--- config.mk ---
export PLATFORM = sky130hd
export DESIGN_NAME = uart_tx_engine_flat
export DESIGN_NICKNAME = d
export VERILOG_FILES = /design/src/rtl/uart_pkg.sv /design/src/rtl/uart_tx_engine_if.sv /design/src/rtl/uart_edge_det.sv /design/src/rtl/uart_tx_engine.sv /design/src/flat_wrapper.sv
export SDC_FILE = /design/constraint.sdc
export NUM_CORES = 1
export LEC_CHECK = 0
export ABC_AREA = 1
export BUFFER_PORTS_ARGS = -buffer_cell sky130_fd_sc_hd__buf_2
export CAP_MARGIN = 0
export CELL_PAD_IN_SITES_DETAIL_PLACEMENT = 1
export CELL_PAD_IN_SITES_GLOBAL_PLACEMENT = 2
export CORE_UTILIZATION = 32
export CTS_CLUSTER_DIAMETER = 40
export DETAILED_ROUTE_END_ITERATION = 12
export GPL_TIMING_DRIVEN = 1
export MAX_ROUTING_LAYER = met4
export PLACE_DENSITY = 0.75
export SLEW_MARGIN = 20
export SYNTH_ARGS = -nofsm -noshare
export SYNTH_HDL_FRONTEND = slang
export SYNTH_SLANG_ARGS = --single-unit
--- constraint.sdc ---
create_clock -name clk -period 1.5 [get_ports clk]
set_input_delay 0.15 -clock clk [delete_from_list [all_inputs] [get_ports clk]]
set_output_delay 0.15 -clock clk [all_outputs]
set_load 0.1 [all_outputs]
--- src/rtl/uart_pkg.sv ---
// Shared UART definitions: FSM state encoding, line levels and helpers.
// Imported by the TX engine today and by the RX engine later.
// No ports; compile before any file that imports it.
package uart_pkg;

  // Frame sequencer states. PARITY is only reachable when parity support is built in.
  typedef enum logic [2:0] {
    ST_IDLE   = 3'd0,
    ST_ALIGN  = 3'd1,
    ST_START  = 3'd2,
    ST_DATA   = 3'd3,
    ST_PARITY = 3'd4,
    ST_STOP   = 3'd5
  } uart_state_e;

  localparam logic        UART_IDLE_LEVEL  = 1'b1;
  localparam logic        UART_START_LEVEL = 1'b0;
  localparam int unsigned DEFAULT_DIVISOR  = 5208;

  // Mask that keeps the low 'bits' bits of a byte (bits in 1..8).
  function automatic logic [7:0] data_mask(input int unsigned bits);
    logic [8:0] m;
    m = (9'd1 << bits) - 9'd1;
    return m[7:0];
  endfunction

endpackage

--- src/rtl/uart_tx_engine_if.sv ---
// Byte stream into the UART transmitter (valid/ready handshake).
// Signals: tx_data (byte), tx_valid (source has a byte), tx_ready (sink can take it).
// master = byte source, slave = transmitter.
interface uart_tx_engine_if;
  logic [7:0] tx_data;
  logic       tx_valid;
  logic       tx_ready;

  modport master (output tx_data, output tx_valid, input tx_ready);
  modport slave  (input tx_data, input tx_valid, output tx_ready);
endinterface

--- src/rtl/uart_edge_det.sv ---
// Rising-edge detector for a signal already in the clk domain (e.g. a baud square wave).
// Ports: clk, rst_n (async, active-low), sig_i (level in), rise_o (one-cycle pulse on 0->1).
// rise_o is combinational from sig_i against its one-cycle-delayed copy.
module uart_edge_det (
  input  logic clk,
  input  logic rst_n,
  input  logic sig_i,
  output logic rise_o
);

  logic sig_q;

  always_ff @(posedge clk or negedge rst_n) begin
    if (!rst_n) sig_q <= 1'b0;
    else        sig_q <= sig_i;
  end

  assign rise_o = sig_i & ~sig_q;

endmodule

--- src/rtl/uart_tx_engine.sv ---
// UART transmitter: serialises bytes LSB-first as start + DATA_BITS data + [parity] + STOP_BITS stop.
// Ports: clk, rst_n, baud_clk_tx (baud square wave), tx_if (byte stream, slave), parity_en/parity_odd,
//        txd (serial out, idles high), tx_idle (no frame pending/in flight), tx_done (end-of-frame pulse).
// Parity bit is generated only when UART_TX_PARITY_EN is defined; otherwise parity inputs are ignored.
module uart_tx_engine
  import uart_pkg::*;
#(
  parameter int DATA_BITS = 8,
  parameter int STOP_BITS = 1
) (
  input  logic              clk,
  input  logic              rst_n,
  input  logic              baud_clk_tx,
  uart_tx_engine_if.slave   tx_if,
  input  logic              parity_en,
  input  logic              parity_odd,
  output logic              txd,
  output logic              tx_idle,
  output logic              tx_done
);

  localparam logic [2:0] LAST_BIT  = 3'(DATA_BITS - 1);
  localparam logic       LAST_STOP = 1'(STOP_BITS - 1);
  localparam logic [7:0] DMASK     = data_mask(DATA_BITS);

  uart_state_e state_q, state_d;
  logic [7:0]  shift_q, shift_d;
  logic [2:0]  bit_cnt_q, bit_cnt_d;
  logic        stop_cnt_q, stop_cnt_d;
  logic        txd_q, txd_d;
  logic        done_q, done_d;
  logic        idle_q, idle_d;
  logic        bit_tick;

  uart_edge_det u_tick (
    .clk    (clk),
    .rst_n  (rst_n),
    .sig_i  (baud_clk_tx),
    .rise_o (bit_tick)
  );

`ifdef UART_TX_PARITY_EN
  // Parity mode and bit are frozen at acceptance so mid-frame input changes cannot affect the frame.
  logic par_en_q, par_en_d;
  logic par_bit_q, par_bit_d;

  always_ff @(posedge clk or negedge rst_n) begin
    if (!rst_n) begin
      par_en_q  <= 1'b0;
      par_bit_q <= 1'b0;
    end else begin
      par_en_q  <= par_en_d;
      par_bit_q <= par_bit_d;
    end
  end
`else
  logic unused_parity;
  assign unused_parity = parity_en ^ parity_odd;
`endif

  always_ff @(posedge clk or negedge rst_n) begin
    if (!rst_n) begin
      state_q    <= ST_IDLE;
      shift_q    <= '0;
      bit_cnt_q  <= '0;
      stop_cnt_q <= 1'b0;
      txd_q      <= UART_IDLE_LEVEL;
      done_q     <= 1'b0;
      idle_q     <= 1'b1;
    end else begin
      state_q    <= state_d;
      shift_q    <= shift_d;
      bit_cnt_q  <= bit_cnt_d;
      stop_cnt_q <= stop_cnt_d;
      txd_q      <= txd_d;
      done_q     <= done_d;
      idle_q     <= idle_d;
    end
  end

  always_comb begin
    state_d    = state_q;
    shift_d    = shift_q;
    bit_cnt_d  = bit_cnt_q;
    stop_cnt_d = stop_cnt_q;
    done_d     = 1'b0;
`ifdef UART_TX_PARITY_EN
    par_en_d   = par_en_q;
    par_bit_d  = par_bit_q;
`endif

    case (state_q)
      ST_IDLE: begin
        // tx_ready is high exactly in IDLE, so tx_valid alone means a transfer.
        if (tx_if.tx_valid) begin
          state_d = ST_ALIGN;
          shift_d = tx_if.tx_data & DMASK;
`ifdef UART_TX_PARITY_EN
          par_en_d  = parity_en;
          par_bit_d = (^(tx_if.tx_data & DMASK)) ^ parity_odd;
`endif
        end
      end
      // Hold the line idle until a bit boundary so the start bit is a full period.
      ST_ALIGN: if (bit_tick) state_d = ST_START;
      ST_START: begin
        if (bit_tick) begin
          state_d   = ST_DATA;
          bit_cnt_d = '0;
        end
      end
      ST_DATA: begin
        if (bit_tick) begin
          shift_d   = shift_q >> 1;
          bit_cnt_d = bit_cnt_q + 3'd1;
          if (bit_cnt_q == LAST_BIT) begin
            stop_cnt_d = 1'b0;
`ifdef UART_TX_PARITY_EN
            state_d = par_en_q ? ST_PARITY : ST_STOP;
`else
            state_d = ST_STOP;
`endif
          end
        end
      end
`ifdef UART_TX_PARITY_EN
      ST_PARITY: begin
        if (bit_tick) begin
          state_d    = ST_STOP;
          stop_cnt_d = 1'b0;
        end
      end
`endif
      ST_STOP: begin
        if (bit_tick) begin
          if (stop_cnt_q == LAST_STOP) begin
            state_d = ST_IDLE;
            done_d  = 1'b1;
          end else begin
            stop_cnt_d = stop_cnt_q + 1'b1;
          end
        end
      end
      default: state_d = ST_IDLE;
    endcase

    // Line level is registered from the next state, so txd moves on the same edge as the FSM.
    case (state_d)
      ST_START:  txd_d = UART_START_LEVEL;
      ST_DATA:   txd_d = shift_d[0];
`ifdef UART_TX_PARITY_EN
      ST_PARITY: txd_d = par_bit_q;
`endif
      default:   txd_d = UART_IDLE_LEVEL;
    endcase

    idle_d = (state_d == ST_IDLE);
  end

  assign tx_if.tx_ready = (state_q == ST_IDLE);
  assign txd            = txd_q;
  assign tx_idle        = idle_q;
  assign tx_done        = done_q;

endmodule

--- src/flat_wrapper.sv ---
// flat-port wrapper written by rule: the top's interface ports become plain ports
module uart_tx_engine_flat import uart_pkg::*;
#(
  parameter int DATA_BITS = 8,
  parameter int STOP_BITS = 1
)
  (clk, rst_n, baud_clk_tx, parity_en, parity_odd, txd, tx_idle, tx_done, tx_if_tx_data, tx_if_tx_valid, tx_if_tx_ready);
  uart_tx_engine_if tx_if_i ();
  input  logic clk;
  input  logic rst_n;
  input  logic baud_clk_tx;
  input  logic parity_en;
  input  logic parity_odd;
  output logic txd;
  output logic tx_idle;
  output logic tx_done;
  input wire logic [$bits(tx_if_i.tx_data)-1:0] tx_if_tx_data;
  input wire logic [$bits(tx_if_i.tx_valid)-1:0] tx_if_tx_valid;
  output wire logic [$bits(tx_if_i.tx_ready)-1:0] tx_if_tx_ready;
  assign tx_if_i.tx_data = tx_if_tx_data;
  assign tx_if_i.tx_valid = tx_if_tx_valid;
  assign tx_if_tx_ready = tx_if_i.tx_ready;
  uart_tx_engine #(.DATA_BITS(DATA_BITS), .STOP_BITS(STOP_BITS)) u_core (.clk(clk), .rst_n(rst_n), .baud_clk_tx(baud_clk_tx), .tx_if(tx_if_i), .parity_en(parity_en), .parity_odd(parity_odd), .txd(txd), .tx_idle(tx_idle), .tx_done(tx_done));
endmodule
* Word-level counts from Yosys, hierarchy flattened *
Cells that the tools add are included.

word-level totals
  word-level logic and storage cells = 56
  bits in registers = 19
  input port bits = 14

cells by class
  muxes and demuxes = 23
  bitwise operators = 2
  $add $sub $neg = 2
  equality and inequality tests = 12
  reductions and logical operators = 8

operators by type and width
  cell                 count
  $mux 3               9
  $mux 8               2
  $pmux 8 s2           1
  $pmux 3 s5           1
  $eq 3x2->1 const B   4
  $ne 2x1->1 const B   4
  $mux 1               7
  $eq 3x3->1 const B   2
  $logic_not 3->1      2
  $pmux 3 s2           1
  $reduce_and 3->1     2
  $reduce_bool 2->1    3
  $pmux 1 s2           2
  $reduce_and 4->1     1
  $add 3x1->3 const B  1
  $eq 3x1->1 const B   1
  $ne 2x2->1 const B   1
  $add 1x1->1 const B  1
  $and 1x1->1          1
  $not 1->1            1

* Logic depth before layout (Yosys ltp) *
  depth after elaboration = 6
  mapped depth = 8
  depth with buffers taken out = 8

* Hierarchy *
From an unflattened synthesis, not the netlist that was laid out.

second synthesis, totals
  cells, all modules = 91
  area total of the unflattened synthesis = 839.6 µm²

by module, submodules not included
  module          times used  cells each  sequential area each (µm²)  area an instance (µm²)
  uart_tx_engine  1           88          427.9                       804.5
  uart_edge_det   1           3           25.0                        35.0

* Least setup slack after synthesis *
OpenSTA, ideal clock, no wires.

  path type = reg-to-reg
  start = register u_core.state_q[1]
  end = register u_core.txd_q, in the netlist u_core.txd
  path slack = -0.168 ns
  stages on the path, launching flop included = 8
  library setup time = 0.061 ns
  arrival = 1.607 ns
  cell sequence = dfrtp_1 > nor2_1 > nand2_2 > inv_1 > nand2_1 > nand3_1 > nand2_1 > nand2_1

RTL lines
  item                    line                   text
  start, declared         uart_tx_engine.sv:26   uart_state_e state_q, state_d;
  start signal, assigned  uart_tx_engine.sv:71   state_q <= state_d;
  $logic_not 3->1         --
  net tx_if_tx_ready      flat_wrapper.sv:19     output wire logic [$bits(tx_if_i.tx_ready)-1:0] tx_if_tx_ready;
  $pmux 8 s2              uart_tx_engine.sv:92   case (state_q)
  net u_core.shift_d[0]   uart_tx_engine.sv:27   logic [7:0] shift_q, shift_d;
  $pmux 1 s2              uart_tx_engine.sv:148  case (state_d)
  net u_core.txd_d        uart_tx_engine.sv:30   logic txd_q, txd_d;
  end signal, assigned    uart_tx_engine.sv:75   txd_q <= txd_d;
  end, declared           uart_tx_engine.sv:30

The timed path passes the listed nets, and every way through them passes these cells.
A chain may end at the register's enable or synchronous reset.

* Worst setup path after layout *
  start = register u_core.state_q[0]
  end = output tx_if_tx_ready

between the ends
  cells in the longest elaborated chain, start to end = 1

RTL lines
  item             line                   text
  $logic_not 3->1  uart_tx_engine.sv:160  assign tx_if.tx_ready = (state_q == ST_IDLE);
  end, declared    flat_wrapper.sv:19

Every way passes these cells.

==> PnR_summary.wiki <==
{| class="wikitable"
! Metric !! Value
|-
| Run status || complete, no violations
|-
| Area share of the leading cell type in the synthesized netlist || 0.445
|-
| Post CTS Setup Buffer Count || 0
|-
| Leading area contributor after synthesis || sky130_fd_sc_hd__dfrtp_1
|-
| EDFF count, synth || 0
|-
| Fillers || just over 300
|-
| Via count of the first global-routing pass || 723
|-
| Wirelength, routed || 1770 um
|-
| Worst voltage drop across the vdd grid || 0.748 mV
|-
| Count of buffers inserted at the top-level ports || 15
|-
| Setup repair after global routing missed its margin || false
|-
| Met2 capacity usage during global routing || 0.263
|-
| Most congested layer reported by global routing || met2
|-
| Crit path kind || reg2out
|-
| Power per standard cell area || 1720 nW/um^2
|-
| Sum of negative setup slack || 0 ns
|-
| Highest attainable clock frequency || 0.698 GHz
|-
| Main flop type after synthesis || sky130_fd_sc_hd__dfrtp_1
|-
| Clk Latency, worst-skew pair || 0.28 ns
|-
| Share of synthesized area occupied by flip-flops and latches || 0.503
|-
| Die boundary height || approximately 55 um
|-
| Combined global-route utilization of all metal layers || 0.156
|-
| Detailed placer's ending HPWL || 1400 um
|-
| Post-route minimum period || 1.43 ns
|-
| Post-synth ARST share || 1.00
|-
| Post-synthesis average cell area || 9.37 um^2
|-
| Average vias per placed instance || 4.63
|-
| Worst Setup Start Kind || register
|-
| CP Max Fanout || 5
|-
| FP Rows || 18
|-
| Required time of the critical path || 1.35 ns
|-
| Residual DRC count || 0
|-
| Number of diodes added for antenna fixing || 0
|-
| Starting density of the core || 0.350
|-
| Leading cell type by number of instances after synthesis || sky130_fd_sc_hd__nand2_1
|-
| Standard cell with the maximum stage delay on the critical path || sky130_fd_sc_hd__dfrtp_1
|-
| Total clock buffers created by CTS || 3
|-
| Pre-CTS WS || about 0.22 ns
|-
| Tcrit/Tclk final || 0.954
|-
| Total of max-cap violations || 0
|-
| Final GP Congestion || 0.696
|-
| Final worst setup slack || 0.0683 ns
|-
| Met3 Use GR || 0.0328
|-
| Transition time at the pin with the least slew margin || 0.485 ns
|-
| First-pass GRT wire length || 3140 um
|-
| Critical path capture point type || output port
|-
| Share of layout cells above drive strength 1 || 0.388
|-
| Setup Viol. Count Final || 0
|-
| Pin count of the biggest net entering global routing || 19
|-
| Nets || 134
|-
| Most area-consuming cells after synthesis || sky130_fd_sc_hd__dfrtp_1 (45%), sky130_fd_sc_hd__nand2_1 (13%), sky130_fd_sc_hd__nand3_2 (6.7%)
|-
| Count of distinct cell types in the synthesized netlist || 18
|-
| Worst min-delay path class || in2reg
|-
| Count of antenna-violating nets left after detailed routing || 0
|-
| Critical Path, Cell by Cell || inv_1 -> nand2_4 -> clkinvlp_4 -> buf_12
|-
| Number of max-slew violations in the final report || 0
|-
| Clock slew at reported path FFs || 0.09 ns
|-
| Die area || 3030 um^2
|-
| Delay of the slowest cell on the worst path || 0.45 ns
|-
| Root buffer selected by CTS || sky130_fd_sc_hd__clkbuf_4
|-
| Die X || between 50 and 60 um
|-
| TritonCTS clock tree || done
|-
| Top cells by count, synth || sky130_fd_sc_hd__nand2_1 (31), sky130_fd_sc_hd__dfrtp_1 (16), sky130_fd_sc_hd__nand2_2 (6), sky130_fd_sc_hd__nand3_2 (6), sky130_fd_sc_hd__nor2_1 (6)
|-
| Signal arrival time at the worst endpoint || 1.28 ns
|-
| Area overhead of the layout relative to synthesis || 20.4%
|-
| Count of mapped cells out of synthesis || 96
|-
| Relative slew slack || 0.679
|-
| Summed instance area of the synthesized netlist || ~900 um^2
|-
| Setup Skew || 0.00417 ns
|-
| Leakage dissipation || 0.593 nW
|-
| Flip-flop and latch count after synthesis || 18
|-
| Clk sinks || 18
|-
| Number of hold violations in the final report || 0
|-
| Clk buf depth || 2
|-
| Number of nets produced by synthesis || 112
|-
| DR pass1 iterations || 2
|-
| Wirelength per Cell || 12.1 um
|-
| GR Util met1 || 0.175
|-
| Initial antenna violation count || 0
|-
| Number of warnings issued by yosys || 0
|-
| IO Count || 18
|-
| Iteration-0 DRC count of the detailed router || 5
|-
| Total number of vias || 676
|-
| Congestion Overflow GR || 0
|-
| H-tree depth || 1
|-
| Placeable Area || 2570 um^2
|}
## report_power, final
group	internal [mW]	switching, mW
registers	0.654	0.119
clock network	0.0932	0.140
logic	0.275	0.581
total	1.02	0.840
## registers in the layout (all words and copies together) (netlist names)
register and cells:
u_core.bit_cnt_q 3, u_core.shift_q 8, u_core.state_q 3, u_core.tx_done 1
u_core.tx_idle 1, u_core.txd 1, u_core.u_tick.sig_q 1
## worst max-delay path, delay by kind of cell (launching register included)
kind	cells	cell delay [ns]
buffers and inverters	3	0.41
flip-flops	1	0.45
AND/OR/NAND/NOR	1	0.13
## repair_timing
| action | CTS | global route |
|---|---|---|
| hold endpoints to repair | 16 | 0 |
| hold buffers | 1 | 0 |
| endpoints found under the setup margin | 1 | 1 |
| resized for setup | 1 | 1 |
## cell type report
cell class / instances / area [um^2] / area share
flip-flops and latches: 18 / 453 / 0.418
multi-input cells: 67 / 410 / 0.379
well taps: 30 / 37.5 / 0.0346
repair buffers: 17 / 108 / 0.0993
clock buffers: 3 / 22.5 / 0.0208
inverters: 11 / 52.6 / 0.0485
## cells by family (layout without fill, tap and decap cells)
| group | after synthesis | count (layout) | share of synthesized area |
|---|---|---|---|
| fa+ha+maj | 2 | 2 | 0.0278 |
| flops | 18 | 18 | 0.503 |
| simple gates | 57 | 57 | 0.355 |
| buf+inv | 11 | 31 | 0.0542 |
| compound gates | 8 | 8 | 0.0598 |
## final timing paths
| kind | from | endpoint | slack, ns | cells after the start |
|---|---|---|---|---|
| hold / removal | baud_clk_tx | u_core.u_tick.sig_q$_DFF_PN0_ | 0.03 | 1 |
| hold reg to reg | u_core.bit_cnt_q[0]$_DFFE_PN0P_ | u_core.bit_cnt_q[0]$_DFFE_PN0P_ | 0.49 | 1 |
| max in group asynchronous | rst_n | u_core.txd$_DFF_PN1_ | 0.85 | 2 |
| setup reg to reg | u_core.state_q[2]$_DFF_PN0_ | u_core.shift_q[1]$_DFFE_PN0P_ | 0.21 | 8 |
| setup / recovery | u_core.state_q[0]$_DFF_PN0_ | tx_if_tx_ready | 0.07 | 4 |
| min in group asynchronous | rst_n | u_core.bit_cnt_q[2]$_DFFE_PN0P_ | 0.32 | 2 |
## per-layer routing
metal / share of wire / up-vias
met5: 0 / -
met4: 0.0085 / 0
met3: 0.021 / 2
met2: 0.50 / 6
met1: 0.47 / 323
li1: - / 345
## cells in the final DEF (no fill, tap or decap), types with 2 or more instances in the layout
cell type	Yosys	routed
sky130_fd_sc_hd__ha_1	2	2
sky130_fd_sc_hd__inv_2	3	3
sky130_fd_sc_hd__dfrtp_1	16	16
sky130_fd_sc_hd__o21ai_1	3	3
sky130_fd_sc_hd__inv_4	3	3
sky130_fd_sc_hd__nand2_4	1	2
sky130_fd_sc_hd__nor2_1	6	5
sky130_fd_sc_hd__dfstp_2	2	2
sky130_fd_sc_hd__a22oi_1	2	2
sky130_fd_sc_hd__clkbuf_4	0	3
sky130_fd_sc_hd__inv_1	5	4
sky130_fd_sc_hd__buf_2	0	14
sky130_fd_sc_hd__nor2_4	1	2
sky130_fd_sc_hd__nand3_2	6	6
sky130_fd_sc_hd__a22o_1	2	2
sky130_fd_sc_hd__nor2_8	2	2
sky130_fd_sc_hd__nand2_1	31	31
sky130_fd_sc_hd__nand3_1	4	4
sky130_fd_sc_hd__nand2_2	6	5
## stage by stage
| stage | hold WS, ns | std cells | power [mW] | area (um^2) | utilization |
|---|---|---|---|---|---|
| 2_1_floorplan | -0.146 | 96 | 1.43 | 908 | - |
| 3_3_place_gp | 0.108 | 142 | 1.62 | 1040 | 0.406 |
| 3_5_place_dp | 0.108 | 142 | 1.64 | 1040 | 0.406 |
| 4_1_cts | 0.0194 | 146 | 1.89 | 1080 | 0.420 |
| 5_1_grt | 0.0130 | 146 | 2.03 | 1080 | 0.422 |
| 6_report | 0.0320 | 146 | 1.86 | 1080 | 0.422 |
(Power assumes the default switching activity.)
